===== config.mk =====
export PLATFORM = sky130hd
export DESIGN_NAME = vga_fb_arbiter
export DESIGN_NICKNAME = d
export VERILOG_FILES = /design/src/rtl/vga_fb_arbiter.sv
export SDC_FILE = /design/constraint.sdc
export NUM_CORES = 1
export LEC_CHECK = 0
export BUFFER_PORTS_ARGS = -buffer_cell sky130_fd_sc_hd__buf_2
export CAP_MARGIN = 20
export CORE_MARGIN = 2
export CORE_UTILIZATION = 30
export CTS_BUF_LIST = sky130_fd_sc_hd__clkbuf_4 sky130_fd_sc_hd__clkbuf_8
export DETAILED_ROUTE_END_ITERATION = 10
export SLEW_MARGIN = 20
export SYNTH_ARGS = -nofsm -noshare
export SYNTH_HDL_FRONTEND = slang
export SYNTH_SLANG_ARGS = --single-unit

===== constraint.sdc =====
create_clock -name iCLK -period 3.76 [get_ports iCLK]
set_input_delay 0.376 -clock iCLK [delete_from_list [all_inputs] [get_ports iCLK]]
set_output_delay 0.376 -clock iCLK [all_outputs]
set_load 0.1 [all_outputs]

===== src/rtl/vga_fb_arbiter.sv =====
// Single-port frame-buffer arbiter: display reads have strict priority,
// host writes queue in a small FIFO and drain only in blanking cycles.
module vga_fb_arbiter #(
    parameter int unsigned FB_PIXELS   = 307200,
    parameter int unsigned WFIFO_DEPTH = 4
) (
    input  logic        iCLK,
    input  logic        iRST,
    input  logic        iDispReq,
    input  logic [21:0] iDispAddr,
    output logic [7:0]  oRed,
    output logic [7:0]  oGreen,
    output logic [7:0]  oBlue,
    output logic        oPixValid,
    input  logic        iWrValid,
    input  logic [21:0] iWrAddr,
    input  logic [23:0] iWrData,
    output logic        oWrReady,
    output logic [2:0]  oWrLevel,
    output logic [15:0] oDropCnt,
    output logic [18:0] oMemAddr,
    output logic        oMemWe,
    output logic        oMemRe,
    output logic [23:0] oMemWdata,
    input  logic [23:0] iMemRdata
);
    localparam int unsigned PTR_W = (WFIFO_DEPTH > 1) ? $clog2(WFIFO_DEPTH) : 1;
    localparam int unsigned CNT_W = $clog2(WFIFO_DEPTH + 1);

    typedef enum logic [1:0] {IDLE, RD, WR} state_t;

    state_t            state;
    logic [18:0]       fifoAddr [WFIFO_DEPTH];
    logic [23:0]       fifoData [WFIFO_DEPTH];
    logic [PTR_W-1:0]  rdPtr;
    logic [PTR_W-1:0]  wrPtr;
    logic [CNT_W-1:0]  count;
    logic [CNT_W-1:0]  countNext;
    logic              rdPipe;
    logic              accept;
    logic              inRange;
    logic              doPush;
    logic              doDrop;
    logic              doPop;
    logic              unusedDispHi;

    // Reads have no range check, so the upper display address bits are ignored.
    assign unusedDispHi = ^iDispAddr[21:19];

    assign accept  = iWrValid && oWrReady;
    assign inRange = 32'(iWrAddr) < FB_PIXELS;
    assign doPush  = accept && inRange;
    assign doDrop  = accept && !inRange;
    assign doPop   = !iDispReq && (count != '0);
    assign oWrLevel = 3'(count);

    always_comb begin
        countNext = count;
        if (doPush && !doPop)
            countNext = count + CNT_W'(1);
        else if (!doPush && doPop)
            countNext = count - CNT_W'(1);
    end

    // FIFO payload storage; validity is tracked by the pointers and count.
    always_ff @(posedge iCLK) begin
        if (doPush) begin
            fifoAddr[wrPtr] <= iWrAddr[18:0];
            fifoData[wrPtr] <= iWrData;
        end
    end

    always_ff @(posedge iCLK or posedge iRST) begin
        if (iRST) begin
            state     <= IDLE;
            rdPtr     <= '0;
            wrPtr     <= '0;
            count     <= '0;
            oWrReady  <= 1'b0;
            oDropCnt  <= 16'd0;
            oMemWe    <= 1'b0;
            oMemRe    <= 1'b0;
            oMemAddr  <= 19'd0;
            oMemWdata <= 24'd0;
            rdPipe    <= 1'b0;
            oRed      <= 8'd0;
            oGreen    <= 8'd0;
            oBlue     <= 8'd0;
            oPixValid <= 1'b0;
        end else begin
            // rdPipe marks the cycle in which iMemRdata answers a display read.
            rdPipe    <= (state == RD);
            oPixValid <= rdPipe;
            oRed      <= rdPipe ? iMemRdata[23:16] : 8'd0;
            oGreen    <= rdPipe ? iMemRdata[15:8]  : 8'd0;
            oBlue     <= rdPipe ? iMemRdata[7:0]   : 8'd0;

            count    <= countNext;
            oWrReady <= 32'(countNext) < WFIFO_DEPTH;
            if (doPush)
                wrPtr <= wrPtr + PTR_W'(1);
            if (doDrop && (oDropCnt != 16'hFFFF))
                oDropCnt <= oDropCnt + 16'd1;

            if (iDispReq) begin
                state    <= RD;
                oMemRe   <= 1'b1;
                oMemWe   <= 1'b0;
                oMemAddr <= iDispAddr[18:0];
            end else if (doPop) begin
                state     <= WR;
                oMemRe    <= 1'b0;
                oMemWe    <= 1'b1;
                oMemAddr  <= fifoAddr[rdPtr];
                oMemWdata <= fifoData[rdPtr];
                rdPtr     <= rdPtr + PTR_W'(1);
            end else begin
                state  <= IDLE;
                oMemRe <= 1'b0;
                oMemWe <= 1'b0;
            end
        end
    end
endmodule


======== After elaboration in Yosys (flattened, before gate mapping) ========
Memory sizes are Yosys's and may differ from the RTL's. A register that Yosys moved wholly into a read port is not among the register bits.
Index checks and enable logic that the tools add are counted.
W data, S select, Z words.
word-level totals
  bits in registers ....................... 73
  bits in latches ......................... 0
  RAM bits ................................ 172
  ROM bits ................................ 0
  input port bits ......................... 96
  output and inout port bits .............. 90
  logic and storage cells ................. 54
  memories ................................ 2
memories
  name      words  bits a word  rd ports  clocked after memory_dff  wr ports  RTL line  RTL
  fifoData  4      24           1         1                         1         34        logic [23:0] fifoData [WFIFO_DEPTH];
  fifoAddr  4      19           1         0                         1         33        logic [18:0] fifoAddr [WFIFO_DEPTH];
cells by class
  add/sub/neg operators ................... 5
  $mul .................................... 0
  divide/modulo/power cells ............... 0
  $lt $le $gt $ge ......................... 2
  equal/unequal tests ..................... 2
  shift-type cells ........................ 0
  multiplexer cells ....................... 14
  bitwise gates (word level) .............. 1
  reductions and logical operators ........ 14
operators by type and width
  kind                     number
  $mux W19                 2
  $mux W8                  3
  $lt A22 B19 Y1 const B   1
  $add A16 B1 Y16 const B  1
  $ne A16 B16 Y1 const B   1
  $logic_and A1 B1 Y1      7
  $mux W3                  2
  $mux W1                  5
  $add A2 B1 Y2 const B    2
  $logic_not A1 Y1         4
  $mux W2                  2
  $add A3 B1 Y3 const B    1
  $lt A3 B3 Y1 const B     1
  $reduce_bool A3 Y1       1
  $sub A3 B1 Y3 const B    1
  $eq A2 B1 Y1 const B     1
  $reduce_and A2 Y1        1
  $reduce_bool A2 Y1       1
  $not A1 Y1               1

======== Logic depth before layout (Yosys ltp) ========
  depth after elaboration ................. 7
  gate-level depth with buffers ........... 10
  mapped depth without buffers ............ 9

======== Worst setup path after synthesis ========
No wires, ideal clock.
  path type ............................... flip-flop to flip-flop
  start point ............................. reg oWrReady
  end point ............................... mem fifoAddr[0][0] (enable)
  library setup time ...................... 405 ps
  arrival time ............................ 2584 ps
  data required time ...................... 3355 ps
  setup slack ............................. 772 ps
  stages on the path, launching flop included .. 5
  buffers on the path ..................... 1
  period minus slack after synthesis ...... 2988 ps
  path through ............................ dfrtp_1 and2_1 and3_2 buf_4 and2_1
on the way
  cells in the longest elaborated chain, start to end .. 4
ends and longest elaborated chain
  element                        RTL line  RTL
  from (decl)                    18        output logic oWrReady,
  from (signal assigned)         99        oWrReady <= 32'(countNext) < WFIFO_DEPTH;
  $logic_and A1 B1 Y1            50        assign accept = iWrValid && oWrReady;
  $logic_and A1 B1 Y1            52        assign doPush = accept && inRange;
  named net doPush               42        logic doPush;
  $mux W1                        67        if (doPush) begin
  $mux W1 (not written as such)  68        fifoAddr[wrPtr] <= iWrAddr[18:0];
  to (decl)                      33
The timed path passes the listed nets, and every way through them passes these cells.

==> metrics.txt <==
top-level I/O count=186; Tightest Pin Transition=0.965 ns; classification of the worst setup path=reg -> reg; status=complete, no violations; area growth from synthesis to layout=27.0%; GRT Total Usage=0.124; hold path depth=1; nets=902; setup slack of the most critical reg-to-reg path=1.47 ns; total of endpoints with negative setup slack in the final report=0; final sum of negative setup slack=0 ns; die outline height=188 um; Detailed Route Iter0 Violations=283; number of maximum-capacitance violations=0; number of buffers inserted by post-CTS setup repair=0; number of synthesized flops with an enable pin=172; highest fanout seen on the critical path=27; type of the worst min-delay path=in -> reg; Setup crit end kind=register; Post-synth ARST share=0.356; post-CTS clock slew at the launch and capture registers of the worst setup and hold paths=0.06 ns; final setup skew=0.0248 ns; R2R Path Start=oWrLevel[0]$_DFFE_PP0P_; final hold violation count=0; sequential area share after synthesis=0.740; setup repair after global routing missed its margin=false; total overflow reported by the global router=0; critical hold path startpoint=iWrAddr[3]; TritonRoute pass-1 iters=4; CTS Buffer Depth=3; mean area per synthesized cell=18.8 um2; highest clock rate=0.437 GHz; DP Wirelength=13.4 mm; Fin Hold WS=0.0456 ns; worst reg-to-reg path cell count=10; TritonCTS buffer count=44; most common cell after layout, fill and taps aside=sky130_fd_sc_hd__buf_2; post-route clock period utilization=0.608; Syn Nets=649; Arr. time, crit path=2.74 ns; DRC=0; power per cell area=826 nW/um2; post-synthesis cell type count=40; input/output buffers=182; startpoint class of the critical path=register; count of warnings emitted by yosys=0; total number of vias=5645; VDD IR-drop max=0.657 mV; Slew headroom=0.357; root buf cell=sky130_fd_sc_hd__clkbuf_8; clk_lat worst skew=0.56 ns; effective utilization at floorplan=0.304; data required time at the worst endpoint=4.21 ns; # diodes=0; site row count=67; WHS Endpoint=fifoAddr[1][3]$_DFFE_PP_; first-pass GRT wire length=34.0 mm; via count of the first global-routing pass=5949; synthesized area=10200 um2; ratio of cells with drive above 1 in the final layout=0.431; Static Leakage=5.10 nW; Avg Vias per Cell=4.41; maximum number of pins on one net before global-route repair=50; antenna violation net count after detailed routing=0; die outline area=35500 um2; cell count after synthesis=543; Filler cells=3164; final critical path time including I/O delays and setup=2.29 ns; count of final max-slew check failures=0; Sink Count=267; standard cell core area=33500 um2; Post-synth top flop=sky130_fd_sc_hd__edfxtp_1; post-synthesis sequential element count=267; top library cells by usage in the layout, fill and taps aside=182 x sky130_fd_sc_hd__buf_2, 172 x sky130_fd_sc_hd__edfxtp_1, 93 x sky130_fd_sc_hd__dfrtp_1, 48 x sky130_fd_sc_hd__clkbuf_8, 43 x sky130_fd_sc_hd__mux4_2; number of antenna violations at the first check in global routing=3; TritonCTS clock tree=done; routed wirelength normalized by instance count=16.9 um; RD Place Congestion=0.771; depth of the CTS H-tree=2; Die Span X=188 um; post-detailed-routing wire length=21.7 mm
## stage by stage
step                      setup WS (ns)  power, mW  std cells  cell area, um2  utilization
after floorplan                   0.772       7.51        543           10200            -
after global placement             1.02       8.25       1161           11700        0.349
after detailed placement          0.992       8.29       1161           11700        0.349
after CTS                          1.42       10.9       1280           12900        0.386
after global routing               1.19       11.2       1280           12900        0.386
final                              1.47       10.7       1280           12900        0.386
## sequential cells by signal (all words and copies together), names as in the netlist, 8 cells and up, named ones only
| signal | cells |
|---|---|
| oMemAddr | 19 |
| fifoData | 96 |
| oDropCnt | 16 |
| oBlue | 8 |
| oGreen | 8 |
| fifoAddr | 76 |
| oMemWdata | 24 |
| oRed | 8 |
## cell usage after synthesis (2+ instances only)
cell	number	area, um2
sky130_fd_sc_hd__dfrtp_1	95	2380
sky130_fd_sc_hd__mux2_2	24	270
sky130_fd_sc_hd__edfxtp_1	172	5160
sky130_fd_sc_hd__buf_2	5	25.0
sky130_fd_sc_hd__mux2i_1	19	190
sky130_fd_sc_hd__buf_1	2	7.51
sky130_fd_sc_hd__buf_4	5	37.5
sky130_fd_sc_hd__and2_1	30	188
sky130_fd_sc_hd__o21ai_0	22	110
sky130_fd_sc_hd__a21oi_2	2	17.5
sky130_fd_sc_hd__inv_1	10	37.5
sky130_fd_sc_hd__and3_2	3	22.5
sky130_fd_sc_hd__a21oi_1	3	15.0
sky130_fd_sc_hd__nand2_1	30	113
sky130_fd_sc_hd__nand4_1	8	50.1
sky130_fd_sc_hd__nand3_1	4	20.0
sky130_fd_sc_hd__ha_1	10	125
sky130_fd_sc_hd__mux4_2	43	968
sky130_fd_sc_hd__xnor2_1	17	149
sky130_fd_sc_hd__and3_1	3	18.8
sky130_fd_sc_hd__xor2_1	2	17.5
sky130_fd_sc_hd__nor2_1	6	22.5
sky130_fd_sc_hd__buf_6	4	45.0
sky130_fd_sc_hd__nand3_2	3	30.0
sky130_fd_sc_hd__clkbuf_1	6	22.5
## critical path, stage by stage, from the launching register on
cell and delay, ns:
sky130_fd_sc_hd__dfrtp_1 0.40, sky130_fd_sc_hd__inv_1 0.08, sky130_fd_sc_hd__ha_1 0.25, sky130_fd_sc_hd__a21oi_4 0.15, sky130_fd_sc_hd__buf_4 0.41, sky130_fd_sc_hd__inv_1 0.09, sky130_fd_sc_hd__ha_1 0.25, sky130_fd_sc_hd__nand2b_1 0.19
sky130_fd_sc_hd__nor2_1 0.10, sky130_fd_sc_hd__a21oi_1 0.07, sky130_fd_sc_hd__o31ai_1 0.20
## metal layers
| metal | share of wire | GRT usage | routed length [um] | vias up |
|---|---|---|---|---|
| met1 | 0.43 | 0.156 | 9310 | 2838 |
| met3 | 0.059 | 0.0339 | 1280 | 38 |
| met2 | 0.49 | 0.209 | 10600 | 179 |
| li1 | - | - | - | 2586 |
| met5 | 0.00097 | 0 | 21 | - |
| met4 | 0.020 | 0.0412 | 429 | 4 |
## logic make-up (layout without fill, tap and decap cells)
logic type | count (synthesis) | in the layout | synth area share
fa+ha+maj | 10 | 10 | 0.0123
simple gates | 97 | 97 | 0.0546
buf+inv | 32 | 321 | 0.0172
compound gates | 31 | 31 | 0.0179
mux | 87 | 87 | 0.142
xor+xnor | 19 | 19 | 0.0163
flops | 267 | 267 | 0.740
## report_power, final
group          internal, mW  switching (mW)  total (mW)
registers              3.53           0.399        3.92
clock network          1.36            1.14        2.50
logic                  1.06            3.21        4.27
## how the worst max path moves through the flow
stage | startpoint | end | depth (start not counted)
2_1_floorplan | oWrReady$_DFF_PP0_ | fifoAddr[0][0]$_DFFE_PP_ | 4
3_3_place_gp | iWrAddr[21] | fifoData[1][14]$_DFFE_PP_ | 6
3_5_place_dp | iWrAddr[21] | fifoData[1][19]$_DFFE_PP_ | 6
4_1_cts | oWrLevel[0]$_DFFE_PP0P_ | register | 10
5_1_grt | oWrLevel[0]$_DFFE_PP0P_ | register | 10
6_report | oWrLevel[0]$_DFFE_PP0P_ | register | 10
## cell type report
cell class              instances  area, um2  area share
well taps                     448        561      0.0433
inverters                      10       40.0     0.00309
multi-input cells             244       2490       0.192
flip-flops and latches        267       7550       0.583
clock buffers                  65        788      0.0609
repair buffers                229       1420       0.110
clock inverters                17       96.3     0.00744
## timing repair
item | 4_1_cts | 5_1_grt
endpoints found under the hold margin | 116 | 0
hold buffers | 37 | 0
gates resized for setup | 0 | 0
(Power assumes the default switching activity.)
